--- src/rtl/issue_dispatch_queue.sv ---
// Instruction queue between the fetcher and ROB/RS/LSB: decodes the head entry,
// resolves its operands from the register file or the CDB, and dispatches one per cycle.
module issue_dispatch_queue #(
   parameter int DEPTH = 8,
   parameter int ROB_W = 4,
   parameter int NCDB  = 2
) (
   input  logic                    clk,
   input  logic                    rst,
   input  logic                    rdy,
   input  logic                    flush,
   input  logic                    if_valid,
   output logic                    if_ready,
   input  logic [31:0]             if_ins,
   input  logic [31:0]             if_pc,
   input  logic                    if_pred_taken,
   input  logic [31:0]             if_pred_pc,
   input  logic                    rob_full,
   input  logic                    rs_full,
   input  logic                    lsb_full,
   input  logic [ROB_W-1:0]        rob_name,
   output logic [4:0]              reg_rs1,
   output logic [4:0]              reg_rs2,
   input  logic [31:0]             reg_rs1_val,
   input  logic [31:0]             reg_rs2_val,
   input  logic                    reg_rs1_rdy,
   input  logic                    reg_rs2_rdy,
   input  logic [NCDB-1:0]         cdb_valid,
   input  logic [NCDB*ROB_W-1:0]   cdb_tag,
   input  logic [NCDB*32-1:0]      cdb_result,
   output logic                    dsp_valid,
   output logic                    dsp_to_rs,
   output logic                    dsp_to_lsb,
   output logic                    dsp_to_reg,
   output logic [31:0]             dsp_ins,
   output logic [31:0]             dsp_pc,
   output logic [31:0]             dsp_pred_pc,
   output logic                    dsp_pred_taken,
   output logic [31:0]             dsp_imm,
   output logic [4:0]              dsp_rd,
   output logic [ROB_W-1:0]        dsp_tag,
   output logic [31:0]             dsp_rs1_val,
   output logic [31:0]             dsp_rs2_val,
   output logic                    dsp_rs1_rdy,
   output logic                    dsp_rs2_rdy
);
   localparam int PW = $clog2(DEPTH);
   localparam logic [PW:0] CNT_FULL = (PW+1)'(DEPTH);

   typedef struct packed {
      logic [31:0] ins;
      logic [31:0] pc;
      logic        pred_taken;
      logic [31:0] pred_pc;
   } ent_t;

   typedef struct packed {
      logic             valid, to_rs, to_lsb, to_reg;
      logic [31:0]      ins, pc, pred_pc;
      logic             pred_taken;
      logic [31:0]      imm;
      logic [4:0]       rd;
      logic [ROB_W-1:0] tag;
      logic [31:0]      rs1_val, rs2_val;
      logic             rs1_rdy, rs2_rdy;
   } dsp_t;

   ent_t            mem_q [DEPTH];
   logic [PW-1:0]   head_q, head_d, tail_q, tail_d;
   logic [PW:0]     count_q, count_d;
   dsp_t            dsp_q, dsp_d;

   ent_t        head;
   logic [31:0] imm;
   logic        known, need_rs, need_lsb, to_reg, zero_ops, rs2_imm, shift;
   logic        can_go, pop, push, dispatch;
   logic [32:0] res1, res2, op1, op2;

   // Lowest-index matching channel wins; a ready register value beats any broadcast.
   function automatic logic [32:0] resolve(input logic [31:0] val, input logic ready,
                                           input logic [NCDB-1:0] cv,
                                           input logic [NCDB*ROB_W-1:0] ct,
                                           input logic [NCDB*32-1:0] cr);
      logic [32:0] r;
      r = {1'b0, {(32-ROB_W){1'b0}}, val[ROB_W-1:0]};
      for (int i = NCDB-1; i >= 0; i--)
         if (cv[i] && ct[i*ROB_W +: ROB_W] == val[ROB_W-1:0]) r = {1'b1, cr[i*32 +: 32]};
      if (ready) r = {1'b1, val};
      return r;
   endfunction

   assign head    = mem_q[head_q];
   assign reg_rs1 = head.ins[19:15];
   assign reg_rs2 = head.ins[24:20];

   always_comb begin
      known = 1'b1; need_rs = 1'b0; need_lsb = 1'b0; to_reg = 1'b1;
      zero_ops = 1'b0; rs2_imm = 1'b0; imm = '0;
      case (head.ins[6:0])
         7'b0110111, 7'b0010111: begin
            imm = {head.ins[31:12], 12'b0}; zero_ops = 1'b1;
         end
         7'b1101111: begin
            imm = {{12{head.ins[31]}}, head.ins[19:12], head.ins[20], head.ins[30:21], 1'b0};
            zero_ops = 1'b1;
         end
         7'b1100111, 7'b0010011: begin
            need_rs = 1'b1; rs2_imm = 1'b1; imm = {{21{head.ins[31]}}, head.ins[30:20]};
         end
         7'b0000011: begin
            need_rs = 1'b1; need_lsb = 1'b1; rs2_imm = 1'b1;
            imm = {{21{head.ins[31]}}, head.ins[30:20]};
         end
         7'b1100011: begin
            need_rs = 1'b1; to_reg = 1'b0;
            imm = {{20{head.ins[31]}}, head.ins[7], head.ins[30:25], head.ins[11:8], 1'b0};
         end
         7'b0100011: begin
            need_rs = 1'b1; need_lsb = 1'b1; to_reg = 1'b0;
            imm = {{21{head.ins[31]}}, head.ins[30:25], head.ins[11:7]};
         end
         7'b0110011: need_rs = 1'b1;
         default: begin known = 1'b0; to_reg = 1'b0; end
      endcase
      shift = (head.ins[6:0] == 7'b0010011) && (head.ins[13:12] == 2'b01);
   end

   always_comb begin
      res1 = resolve(reg_rs1_val, reg_rs1_rdy, cdb_valid, cdb_tag, cdb_result);
      res2 = resolve(reg_rs2_val, reg_rs2_rdy, cdb_valid, cdb_tag, cdb_result);
      op1  = zero_ops ? {1'b1, 32'b0} : res1;
      if (zero_ops)     op2 = {1'b1, 32'b0};
      else if (shift)   op2 = {1'b1, 27'b0, head.ins[24:20]};
      else if (rs2_imm) op2 = {1'b1, imm};
      else              op2 = res2;
   end

   // if_valid/if_ready: an instruction is taken at a rising edge where both are high,
   // rdy is high and flush is low; if_valid must not depend on if_ready.
   assign if_ready = !rst && (count_q != CNT_FULL);
   assign can_go   = (count_q != '0) && !flush && !rob_full &&
                     (!need_rs || !rs_full) && (!need_lsb || !lsb_full);
   assign pop      = rdy && (count_q != '0) && !flush && (!known || can_go);
   assign dispatch = rdy && known && can_go;
   assign push     = rdy && if_valid && if_ready && !flush;

   always_comb begin
      head_d  = head_q;
      tail_d  = tail_q;
      count_d = count_q;
      if (rdy && flush) begin
         head_d = '0; tail_d = '0; count_d = '0;
      end else begin
         if (pop)  head_d = head_q + PW'(1);
         if (push) tail_d = tail_q + PW'(1);
         count_d = count_q + {{PW{1'b0}}, push} - {{PW{1'b0}}, pop};
      end
   end

   always_comb begin
      dsp_d = dsp_q;
      if (rdy) begin
         dsp_d.valid = 1'b0;
         if (dispatch) begin
            dsp_d.valid      = 1'b1;
            dsp_d.to_rs      = need_rs;
            dsp_d.to_lsb     = need_lsb;
            dsp_d.to_reg     = to_reg;
            dsp_d.ins        = head.ins;
            dsp_d.pc         = head.pc;
            dsp_d.pred_pc    = head.pred_pc;
            dsp_d.pred_taken = head.pred_taken;
            dsp_d.imm        = imm;
            dsp_d.rd         = head.ins[11:7];
            dsp_d.tag        = rob_name;
            dsp_d.rs1_rdy    = op1[32];
            dsp_d.rs1_val    = op1[31:0];
            dsp_d.rs2_rdy    = op2[32];
            dsp_d.rs2_val    = op2[31:0];
         end
      end
   end

   always_ff @(posedge clk or posedge rst) begin
      if (rst) begin
         head_q  <= '0;
         tail_q  <= '0;
         count_q <= '0;
         dsp_q   <= '0;
      end else begin
         head_q  <= head_d;
         tail_q  <= tail_d;
         count_q <= count_d;
         dsp_q   <= dsp_d;
      end
   end

   // Payload storage needs no reset: entries are only read once counted valid.
   always_ff @(posedge clk) begin
      if (push) mem_q[tail_q] <= {if_ins, if_pc, if_pred_taken, if_pred_pc};
   end

   assign dsp_valid      = dsp_q.valid;
   assign dsp_to_rs      = dsp_q.to_rs;
   assign dsp_to_lsb     = dsp_q.to_lsb;
   assign dsp_to_reg     = dsp_q.to_reg;
   assign dsp_ins        = dsp_q.ins;
   assign dsp_pc         = dsp_q.pc;
   assign dsp_pred_pc    = dsp_q.pred_pc;
   assign dsp_pred_taken = dsp_q.pred_taken;
   assign dsp_imm        = dsp_q.imm;
   assign dsp_rd         = dsp_q.rd;
   assign dsp_tag        = dsp_q.tag;
   assign dsp_rs1_val    = dsp_q.rs1_val;
   assign dsp_rs2_val    = dsp_q.rs2_val;
   assign dsp_rs1_rdy    = dsp_q.rs1_rdy;
   assign dsp_rs2_rdy    = dsp_q.rs2_rdy;
endmodule
--- config.mk ---
export PLATFORM = sky130hd
export DESIGN_NAME = issue_dispatch_queue
export DESIGN_NICKNAME = d
export VERILOG_FILES = /design/src/rtl/issue_dispatch_queue.sv
export SDC_FILE = /design/constraint.sdc
export NUM_CORES = 1
export LEC_CHECK = 0
export ABC_AREA = 0
export CORE_ASPECT_RATIO = 0.8
export CORE_MARGIN = 1.5
export CORE_UTILIZATION = 50
export DETAILED_ROUTE_END_ITERATION = 12
export PLACE_DENSITY = 0.72
export SYNTH_ARGS = -nofsm -noshare
export SYNTH_HDL_FRONTEND = slang
export SYNTH_SLANG_ARGS = --single-unit
--- constraint.sdc ---
create_clock -name clk -period 9 [get_ports clk]
set_input_delay 1.35 -clock clk [delete_from_list [all_inputs] [get_ports clk]]
set_output_delay 1.35 -clock clk [all_outputs]
set_load 0.05 [all_outputs]
* Yosys cells after proc, flatten, opt, wreduce, memory -nomap -nowiden
Memories as Yosys holds them, arrays and structs flattened. Cells that the tools add are included.
Cells by class: $add $sub $neg 4, equality and inequality tests 15, muxes and demuxes 25, reductions and logical operators 41
Operators by type and width (number):
- 33-bit 2-to-1 mux | 10
- 208-bit 2-to-1 mux | 1
- 32-bit case mux with 5 select lines | 1
- 7-bit by 6-bit == test with 1-bit output (second input constant) | 3
- 7-bit == test (second input constant) | 3
- 1-bit logical AND | 19
- 4-bit == test | 4
- 7-bit by 5-bit == test with 1-bit output (second input constant) | 2
- 3-bit 2-to-1 mux | 4
- 9-bit OR reduction | 1
- 1-bit logical NOT | 8
- 1-bit 2-to-1 mux | 8
- 7-bit by 2-bit == test with 1-bit output (second input constant) | 1
- 7-bit OR reduction | 1
- 3-bit by 1-bit adder with 3-bit output (second input constant) | 2
- 3-bit OR reduction | 2
- 6-bit OR reduction | 1
- 4-bit by 1-bit adder with 4-bit output | 1
- 4-bit 2-to-1 mux | 1
- 4-bit inequality test (second input constant) | 1
- 2-bit nonzero test | 2
- 4-bit nonzero test | 1
- 2-bit OR reduction | 2
- 4-bit by 1-bit subtractor with 4-bit output | 1
- 3 further kinds | 5
Storage, ports and cells: register bits after elaboration 218, RAM bits 776, input port bits 249, output and inout bits 219, logic and storage cells 104, memories kept 1
Memory list:
- mem_q | depth 8, bits a word 97, rd ports 1, clocked after Yosys merged registers in 0, write ports 1, RTL line 68 | ent_t mem_q [DEPTH];

* Logic depth before layout (Yosys ltp)
Gate-level depths: netlist of run 1. An unclocked memory read counts as a cell.
word-level depth 12, depth in mapped cells 15, depth with buffers taken out 14

* Worst setup path after synthesis of run 1
No wires, ideal clock.
path type input-to-reg, from input rst, to memory mem_q[4][0] (netlist name) (enable), library setup time 692 ps, arrival 9827 ps, required time 8308 ps, path slack -1518 ps, cell stages on the path 5, cell sequence a21oi_1 -> and3_1 -> clkbuf_1 -> nand2b_1 -> nor3b_1
Between the ends: cells in the longest elaborated chain, start to end 6
Ends and longest elaborated chain:
- start: declaration | RTL line 9 | input logic rst,
- 1-bit logical NOT (no line)
- 1-bit logical AND | RTL line 140 | assign if_ready = !rst && (count_q != CNT_FULL);
- 1-bit logical AND (2 in series) | RTL line 145 | assign push = rdy && if_valid && if_ready && !flush;
- 1-bit 2-to-1 mux | RTL line 200 | if (push) mem_q[tail_q] <= {if_ins, if_pc, if_pred_taken, if_pred_pc};
- 1-bit 2-to-1 mux (implied by the code) | RTL line 200
- end: declaration | RTL line 68
No other way between the ends.

* Worst setup path in the final report of run 1
from register head_q[0], to output reg_rs1[0]
Between the ends: cells in the longest elaborated chain, start to end 1
Ends and longest elaborated chain:
- start: declaration | RTL line 69 | logic [PW-1:0] head_q, head_d, tail_q, tail_d;
- start signal: assignment | RTL line 186 | head_q <= '0;
- start signal: assignment | RTL line 191 | head_q <= head_d;
- memory 8 x 97 bit
- end: declaration | RTL line 22 | output logic [4:0] reg_rs1,
No other way between the ends.

==> results_tabular.tex, run 1 <==
\begin{tabular}{lr}
\hline
Metric & Value \\
\hline
\multicolumn{2}{l}{\textbf{Timing}} \\
\quad Setup slack of the critical path after layout & 3.71 ns \\
\quad Timing-limited maximum frequency & 0.189 GHz \\
\quad Unrepaired setup endpoints after global routing & false \\
\quad Final period demand of the worst path & 5.29 ns \\
\quad Hold Worst Slack & 0.475 ns \\
\quad Period Utilization, post-route & 58.8\% \\
\quad Pin slew with the least headroom to its limit & 1.20 ns \\
\quad Hold violation count in the final report & 0 \\
\quad Final setup skew & 0.0319 ns \\
\quad Final number of max-transition violations & 0 \\
\quad Setup violators final & 0 \\
\quad Normalized max-slew margin & 20.2\% \\
\multicolumn{2}{l}{\textbf{Floorplan}} \\
\quad Floorplan die width & 317 µm \\
\quad Placeable core region & 77700 µm² \\
\quad Boundary pin count & between 400 and 500 \\
\quad Die boundary height & 254 µm \\
\quad Num rows & 91 \\
\quad Starting density of the core & about half \\
\quad Area of the die & 80600 µm² \\
\multicolumn{2}{l}{\textbf{Critical path}} \\
\quad Largest fanout of any net on the critical path & roughly 110 \\
\quad Category of the critical setup timing path & reg2out \\
\quad CP endpoint kind & primary output \\
\quad Critical Path Start Type & register \\
\quad Worst endpoint required time & 7.65 ns \\
\quad Worst path arrival time & 3.94 ns \\
\multicolumn{2}{l}{\textbf{Logic synthesis}} \\
\quad Syn nets & 2452 \\
\quad Share of flip-flops with an asynchronous set or reset after synthesis & 21.5\% \\
\quad Synth Cell Area & 39500 µm² \\
\quad Count of cell types in the netlist & 61 \\
\quad Synth top area share & 59.1\% \\
\quad Dominant synthesized flop cell & sky130\_fd\_sc\_hd\_\_edfxtp\_1 \\
\quad Top area cells in the synthesized netlist & sky130\_fd\_sc\_hd\_\_edfxtp\_1 59\%, sky130\_fd\_sc\_hd\_\_dfrtp\_1 14\%, sky130\_fd\_sc\_hd\_\_mux4\_2 11\%, sky130\_fd\_sc\_hd\_\_mux2i\_1 2.0\%, sky130\_fd\_sc\_hd\_\_nand2\_1 1.9\% \\
\quad Number of cells produced by synthesis & approximately 2200 \\
\quad Number of enable-type register cells in the synthesized netlist & just under 800 \\
\quad Seq/Total Area, Yosys & slightly above 70\% \\
\quad Cell type with the highest aggregate area in the netlist & sky130\_fd\_sc\_hd\_\_edfxtp\_1 \\
\quad Post-synthesis register bit count & 989 \\
\quad Syn Area/Cell & 18.0 µm² \\
\quad Synthesis Warnings & 0 \\
\multicolumn{2}{l}{\textbf{Final layout}} \\
\quad Largest register by flop count & mem\_q \\
\quad Layout area overhead & 23.0\% \\
\quad Core occupancy in the finished layout & approximately 62\% \\
\quad Number of non-filler instances in the completed layout & 3763 \\
\quad Most common cell after layout, fill and taps aside & sky130\_fd\_sc\_hd\_\_edfxtp\_1 \\
\quad Highest-count cells in the layout ignoring fill and taps & 776 x sky130\_fd\_sc\_hd\_\_edfxtp\_1, 465 x sky130\_fd\_sc\_hd\_\_clkdlybuf4s50\_1, 210 x sky130\_fd\_sc\_hd\_\_dfrtp\_1 \\
\quad Max FFs per register & 776 \\
\quad Share of post-route cells with drive strength above 1 & roughly 18\% \\
\quad Final Net Count & 2899 \\
\multicolumn{2}{l}{\textbf{Route}} \\
\quad \# DRC & 0 \\
\quad Routed WL per cell & 26.5 µm \\
\quad Post-Route WL & 99600 µm \\
\quad Router iterations before antenna repair & 5 \\
\quad 1st-iter DRT viols & 2382 \\
\quad Antenna Nets Post-Route & 0 \\
\quad Number of vias in the routed layout & 22100 \\
\quad Number of vias per cell after detailed routing & 5.88 \\
\multicolumn{2}{l}{\textbf{GRT}} \\
\quad Remaining global-route overflow & 0 \\
\quad Pin count of the biggest net entering global routing & 145 \\
\quad Total global routing track utilization & 24.6\% \\
\quad Via count of the first global-routing pass & between 20000 and 25000 \\
\quad Wire length of the first global-routing pass & 146000 µm \\
\quad Number of antenna violations at the first check in global routing & 22 \\
\multicolumn{2}{l}{\textbf{Clock tree}} \\
\quad CTS clock-pin slew for the worst setup and hold paths & 0.06 ns \\
\quad Clock buffers created by TritonCTS & 95 \\
\quad CTS H-tree lvls & 3 \\
\quad Root buffer selected by CTS & sky130\_fd\_sc\_hd\_\_clkbuf\_16 \\
\quad Clk buf depth & 3 \\
\quad Clk sinks & about 990 \\
\quad Clock tree from TritonCTS & built \\
\quad Post-CTS repair timing setup buffer count & 0 \\
\quad Number of hold-repair buffers added at the cts stage & 0 \\
\quad Clock latency of the later-clocked register in the worst-skew pair & 0.67 ns \\
\quad \# resized after CTS & 0 \\
\multicolumn{2}{l}{\textbf{Placement}} \\
\quad Worst slack at placement & just over 4 ns \\
\quad Total of buffers placed on input and output ports & 467 \\
\quad Placer Congestion & 0.879 \\
\quad HPWL after DPL & 61700 µm \\
\quad Dpl cells & 3567 \\
\multicolumn{2}{l}{\textbf{Power}} \\
\quad Power per cell area & 300 nW/µm² \\
\quad Standby leakage power & 0.0166 µW \\
\quad Largest vdd supply drop & 0.000238 V \\
\quad Total power consumption of the routed design & 14500 µW \\
\multicolumn{2}{l}{\textbf{Worst hold path}} \\
\quad Type of the tightest min-delay check & reg2reg \\
\multicolumn{2}{l}{\textbf{Status}} \\
\quad Result of the run & finished clean \\
\multicolumn{2}{l}{\textbf{Job}} \\
\quad MaxCap Viol Count & 0 \\
\hline
\end{tabular}
## report_power, final
group | internal [µW] | leakage [µW] | switching (µW)
logic | 1820 | 0.00504 | 2840
clock network | 2510 | 0.00166 | 1740
registers | 5290 | 0.00988 | 341
total | 9620 | 0.0166 | 4920
## metrics by stage
step                setup TNS [ns]  area [µm²]
floorplan                  -767.46       39500
global placement                 0       45100
detailed placement               0       45100
CTS                              0       48500
global route                     0       48500
finish                           0       48500
## area by class of cell
cell class                 count  area, µm²
sequential                   989      28600
clock inverter                54        743
inverter                      20       82.6
multi-input combinational   1033      10100
antenna                       16       40.0
timing repair buffer         502       4960
clock buffer                 126       2670
fill                        5390      29100
tap                         1023       1280
## final timing paths
check | from | endpoint | slack, ns | cells past startpoint
hold reg to reg | dsp_pc[13] | dsp_pc[13] | 0.48 | 2
hold / removal | dsp_pc[13] | dsp_pc[13] | 0.48 | 2
setup reg to reg | head_q[0] | dsp_tag[1] | 4.25 | 8
min in group asynchronous | rst | dsp_pred_pc[0] | 1.22 | 2
setup / recovery | head_q[0] | reg_rs1[0] | 3.71 | 4
max in group asynchronous | rst | dsp_rs1_val[28] | 6.54 | 3
## synth_stat cells, types with 29 or more instances
cell,number
sky130_fd_sc_hd__edfxtp_1,776
sky130_fd_sc_hd__a221oi_1,29
sky130_fd_sc_hd__mux2_2,40
sky130_fd_sc_hd__nor2b_1,36
sky130_fd_sc_hd__o21ai_1,36
sky130_fd_sc_hd__mux4_2,190
sky130_fd_sc_hd__nand2b_1,36
sky130_fd_sc_hd__nor2_1,30
sky130_fd_sc_hd__a31oi_1,30
sky130_fd_sc_hd__buf_2,29
sky130_fd_sc_hd__clkbuf_1,84
sky130_fd_sc_hd__dfrtp_1,213
sky130_fd_sc_hd__nand2_1,196
sky130_fd_sc_hd__mux2i_1,77
sky130_fd_sc_hd__o21ai_0,102
## cells by family (layout without fill, tap and decap cells)
group	after synthesis	after routing	synth area share (%)
buffers and inverters	172	702	2.03
and+or+nand+nor	357	357	4.20
AOI/OAI and AO/OA	333	333	6.21
muxes	318	318	14.3
other	0	16	0
adders and majority gates	9	9	0.304
DFF	989	989	72.6
xor gates and xnor gates	16	16	0.355
## metal layers
layer | wire, µm | GRT usage (%) | share of wire [%]
met1 | 41000 | 34.2 | 41
met5 | 145 | 0 | 0.15
met4 | 2370 | 7.11 | 2.4
met3 | 7630 | 5.55 | 7.7
met2 | 48500 | 39.4 | 49
## critical path: stages (launching register included)
cell and delay [ns]:
sky130_fd_sc_hd__dfrtp_4 0.92, sky130_fd_sc_hd__buf_12 0.64, sky130_fd_sc_hd__mux4_2 0.58, sky130_fd_sc_hd__mux2_2 0.36, sky130_fd_sc_hd__clkdlybuf4s50_1 0.73
Power figures use the tool's default switching activity.
==> inputs of run 2 (changes only) <==
Clock period 9 ns to 4.4 ns, I/O delays scaled along.
==> run 2 against run 1 <==
Against the previous run: utilization increased by 0.068 points; sequential power up 100%; largest power group unchanged; register-to-register slack worse by 3.8 ns; critical path type unchanged.
==> results_tabular.tex, run 2 (synthesis gave the netlist of run 1 again) <==
\begin{tabular}{lr}
\hline
Metric & Value \\
\hline
\multicolumn{2}{l}{\textbf{Critical path}} \\
\quad Critical Path Start Type & register \\
\quad Worst path arrival time & 3.55 ns (-0.39 ns) \\
\quad Largest fanout of any net on the critical path & 25 (-77\%) \\
\quad Worst endpoint required time & 3.74 ns (-3.91 ns) \\
\quad Kind of cell with the highest combined delay on the critical path & buffers and inverters \\
\quad Slowest cell on the critical path & sky130\_fd\_sc\_hd\_\_dfrtp\_4 \\
\quad Cell Chain, Critical Path & buf\_4, mux4\_2, mux2\_2, clkdlybuf4s50\_1 \\
\quad CP endpoint kind & primary output \\
\quad WP buf/inv & 2 (unchanged) \\
\quad Category of the critical setup timing path & reg2out \\
\quad Biggest cell delay along the critical path & 0.77 ns (-0.15 ns) \\
\multicolumn{2}{l}{\textbf{GRT}} \\
\quad Via count of the first global-routing pass & 22900 (+2.8\%) \\
\quad Pin count of the biggest net entering global routing & 130 (-10\%) \\
\quad Number of antenna violations at the first check in global routing & 20 (-9.1\%) \\
\quad Total global routing track utilization & 25.0\% (+0.40 points) \\
\quad Remaining global-route overflow & 0 (unchanged) \\
\quad Wire length of the first global-routing pass & 148000 µm (+1.6\%) \\
\multicolumn{2}{l}{\textbf{Floorplan}} \\
\quad Placeable core region & 77700 µm² (unchanged) \\
\quad Starting density of the core & 50.8\% (unchanged) \\
\quad Area of the die & 80600 µm² (unchanged) \\
\quad Boundary pin count & 468 (unchanged) \\
\quad Die boundary height & 254 µm (unchanged) \\
\quad Floorplan die width & 317 µm (unchanged) \\
\quad Num rows & 91 (unchanged) \\
\multicolumn{2}{l}{\textbf{Placement}} \\
\quad Placer Congestion & 0.892 (+1.4\%) \\
\quad Total of buffers placed on input and output ports & 467 (unchanged) \\
\quad HPWL after DPL & 61700 µm (+0.11\%) \\
\quad Dpl cells & 3583 (+0.45\%) \\
\quad Worst slack at placement & 0.500 ns (-3.53 ns) \\
\multicolumn{2}{l}{\textbf{Timing}} \\
\quad Final number of max-transition violations & 0 (unchanged) \\
\quad Unrepaired setup endpoints after global routing & false \\
\quad Normalized max-slew margin & 28.1\% (+7.9 points) \\
\quad Period Utilization, post-route & between 90\% and 100\% \\
\quad Final setup skew & 0.0243 ns (-0.00763 ns) \\
\quad Pin slew with the least headroom to its limit & 1.08 ns (-0.118 ns) \\
\quad Setup violators final & 0 (unchanged) \\
\quad Setup slack of the critical path after layout & 0.193 ns (-3.52 ns) \\
\quad Hold violation count in the final report & 0 (unchanged) \\
\quad Final period demand of the worst path & roughly 4.2 ns \\
\quad Timing-limited maximum frequency & 0.238 GHz \\
\multicolumn{2}{l}{\textbf{Route}} \\
\quad Top sig layer & met5 \\
\quad Routed WL per cell & 26.7 µm (+0.97\%) \\
\quad Number of vias in the routed layout & 22400 (+1.0\%) \\
\quad Met3 wire length & 7510 µm (-1.6\%) \\
\quad 1st-iter DRT viols & 2082 (-13\%) \\
\quad Wire length the detailed router placed on met1 & 41300 µm (+0.71\%) \\
\quad Wire length on met2 & 49400 µm (+1.9\%) \\
\quad Antenna Nets Post-Route & 0 (unchanged) \\
\quad \# DRC & 0 (unchanged) \\
\quad Number of vias per cell after detailed routing & 5.93 (+0.86\%) \\
\quad Router iterations before antenna repair & 10 (+5) \\
\quad Post-Route WL & 101000 µm (+1.1\%) \\
\multicolumn{2}{l}{\textbf{Final layout}} \\
\quad Layout area overhead & 23.1\% \\
\quad Most common cell after layout, fill and taps aside & sky130\_fd\_sc\_hd\_\_edfxtp\_1 \\
\quad Number of non-filler instances in the completed layout & 3769 (+0.16\%) \\
\quad Final Net Count & 2915 (+0.55\%) \\
\quad Share of post-route cells with drive strength above 1 & 17.6\% (+0.069 points) \\
\quad Highest-count cells in the layout ignoring fill and taps & 776 x sky130\_fd\_sc\_hd\_\_edfxtp\_1, 465 x sky130\_fd\_sc\_hd\_\_clkdlybuf4s50\_1, 210 x sky130\_fd\_sc\_hd\_\_dfrtp\_1 \\
\quad Final-layout fill cell count & 5469 (+1.5\%) \\
\quad Max FFs per register & 776 (unchanged) \\
\quad Largest register by flop count & mem\_q \\
\multicolumn{2}{l}{\textbf{Clock tree}} \\
\quad Clock buffers created by TritonCTS & 94 (-1.1\%) \\
\quad Clk sinks & 989 (unchanged) \\
\quad CTS H-tree lvls & 3 (unchanged) \\
\quad Number of hold-repair buffers added at the cts stage & 0 (unchanged) \\
\quad Clock latency of the later-clocked register in the worst-skew pair & 0.66 ns (about the same) \\
\quad Root buffer selected by CTS & sky130\_fd\_sc\_hd\_\_clkbuf\_16 \\
\quad CTS clock-pin slew for the worst setup and hold paths & 0.06 ns (about the same) \\
\quad Clk buf depth & 3 (unchanged) \\
\quad Clock tree from TritonCTS & built \\
\multicolumn{2}{l}{\textbf{Worst hold path}} \\
\quad Type of the tightest min-delay check & reg2reg \\
\multicolumn{2}{l}{\textbf{Job}} \\
\quad MaxCap Viol Count & 0 (unchanged) \\
\multicolumn{2}{l}{\textbf{Power}} \\
\quad Standby leakage power & 0.0166 µW (about the same) \\
\quad Largest vdd supply drop & 0.000764 V (+220\%) \\
\quad Power per cell area & 601 nW/µm² (+100\%) \\
\multicolumn{2}{l}{\textbf{Status}} \\
\quad Result of the run & finished clean \\
\hline
\end{tabular}
[run 2: cell types whose count changed in the layout (fill, tap and decap cells not counted), sizes merged]
| cell | before | now |
|---|---|---|
| buf | 37 | 53 |
| clkinv | 30 | 34 |
| bufbuf | 0 | 1 |
| bufinv | 14 | 8 |
| inv | 23 | 22 |
| clkbuf | 126 | 128 |
| clkinvlp | 7 | 3 |
| diode | 16 | 10 |
[run 2: final cells by class]
| cell class | count | area [µm²] | area share [%] |
|---|---|---|---|
| Clock inverter | 47 | 463 | 0.953 |
| Sequential cell | 989 | 28600 | 59.0 |
| Multi-Input combinational cell | 1033 | 10200 | 20.9 |
| Inverter | 20 | 78.8 | 0.162 |
| Clock buffer | 128 | 2620 | 5.40 |
| Tap cell | 1023 | 1280 | 2.63 |
| Antenna cell | 10 | 25.0 | 0.0515 |
| Timing Repair Buffer | 519 | 5310 | 10.9 |
[run 2: where the power goes]
part           internal, µW  total [µW]  switching (µW)
clock network          4660        8070            3420
logic                  3810        9700            5890
registers             10800       11400             610
[run 2: stage by stage]
step / power, µW / TNS (ns) / hold slack, ns / area, µm² / util, %
floorplan: 18100 / -5.44 / 0.553 / 39600 / -
global placement: 21100 / 0 / 0.448 / 45400 / 58.5
detailed placement: 21300 / 0 / 0.452 / 45400 / 58.5
CTS: 29400 / 0 / 0.470 / 48600 / 62.5
global route: 30400 / 0 / 0.495 / 48600 / 62.6
finish: 29200 / 0 / 0.467 / 48600 / 62.6
[run 2: final timing paths]
| check | startpoint | end | slack (ns) | cells past startpoint |
|---|---|---|---|---|
| max | head_q[0] | reg_rs2[3] | 0.19 | 4 |
| min | dsp_ins[0] | dsp_ins[0] | 0.47 | 1 |
| min reg2reg | dsp_ins[0] | dsp_ins[0] | 0.47 | 1 |
| min in group asynchronous | rst | dsp_ins[31] | 0.62 | 3 |
| max in group asynchronous | rst | dsp_pc[18] | 3.10 | 3 |
| max reg2reg | head_q[1] | dsp_rs2_val[13] | 0.47 | 9 |
[run 2: routing by layer]
layer | vias to the layer above | GRT usage, %
met2 | 846 | 40.8
met3 | 167 | 5.81
met5 | - | 0
met1 | 11700 | 33.9
met4 | 20 | 7.38
li1 | 9646 | -
[run 2: repair_timing]
item,4_1_cts,5_1_grt
buffers inserted,0,0
setup endpoints to repair,3,0
resized for setup,1,0
hold endpoints to repair,0,0
==> inputs of run 3 (changes only) <==
Settings changed: GPL_ROUTABILITY_DRIVEN set to 0.
==> results of run 3 <==
No change in the layout: final DEF, timing and power equal those of run 2.
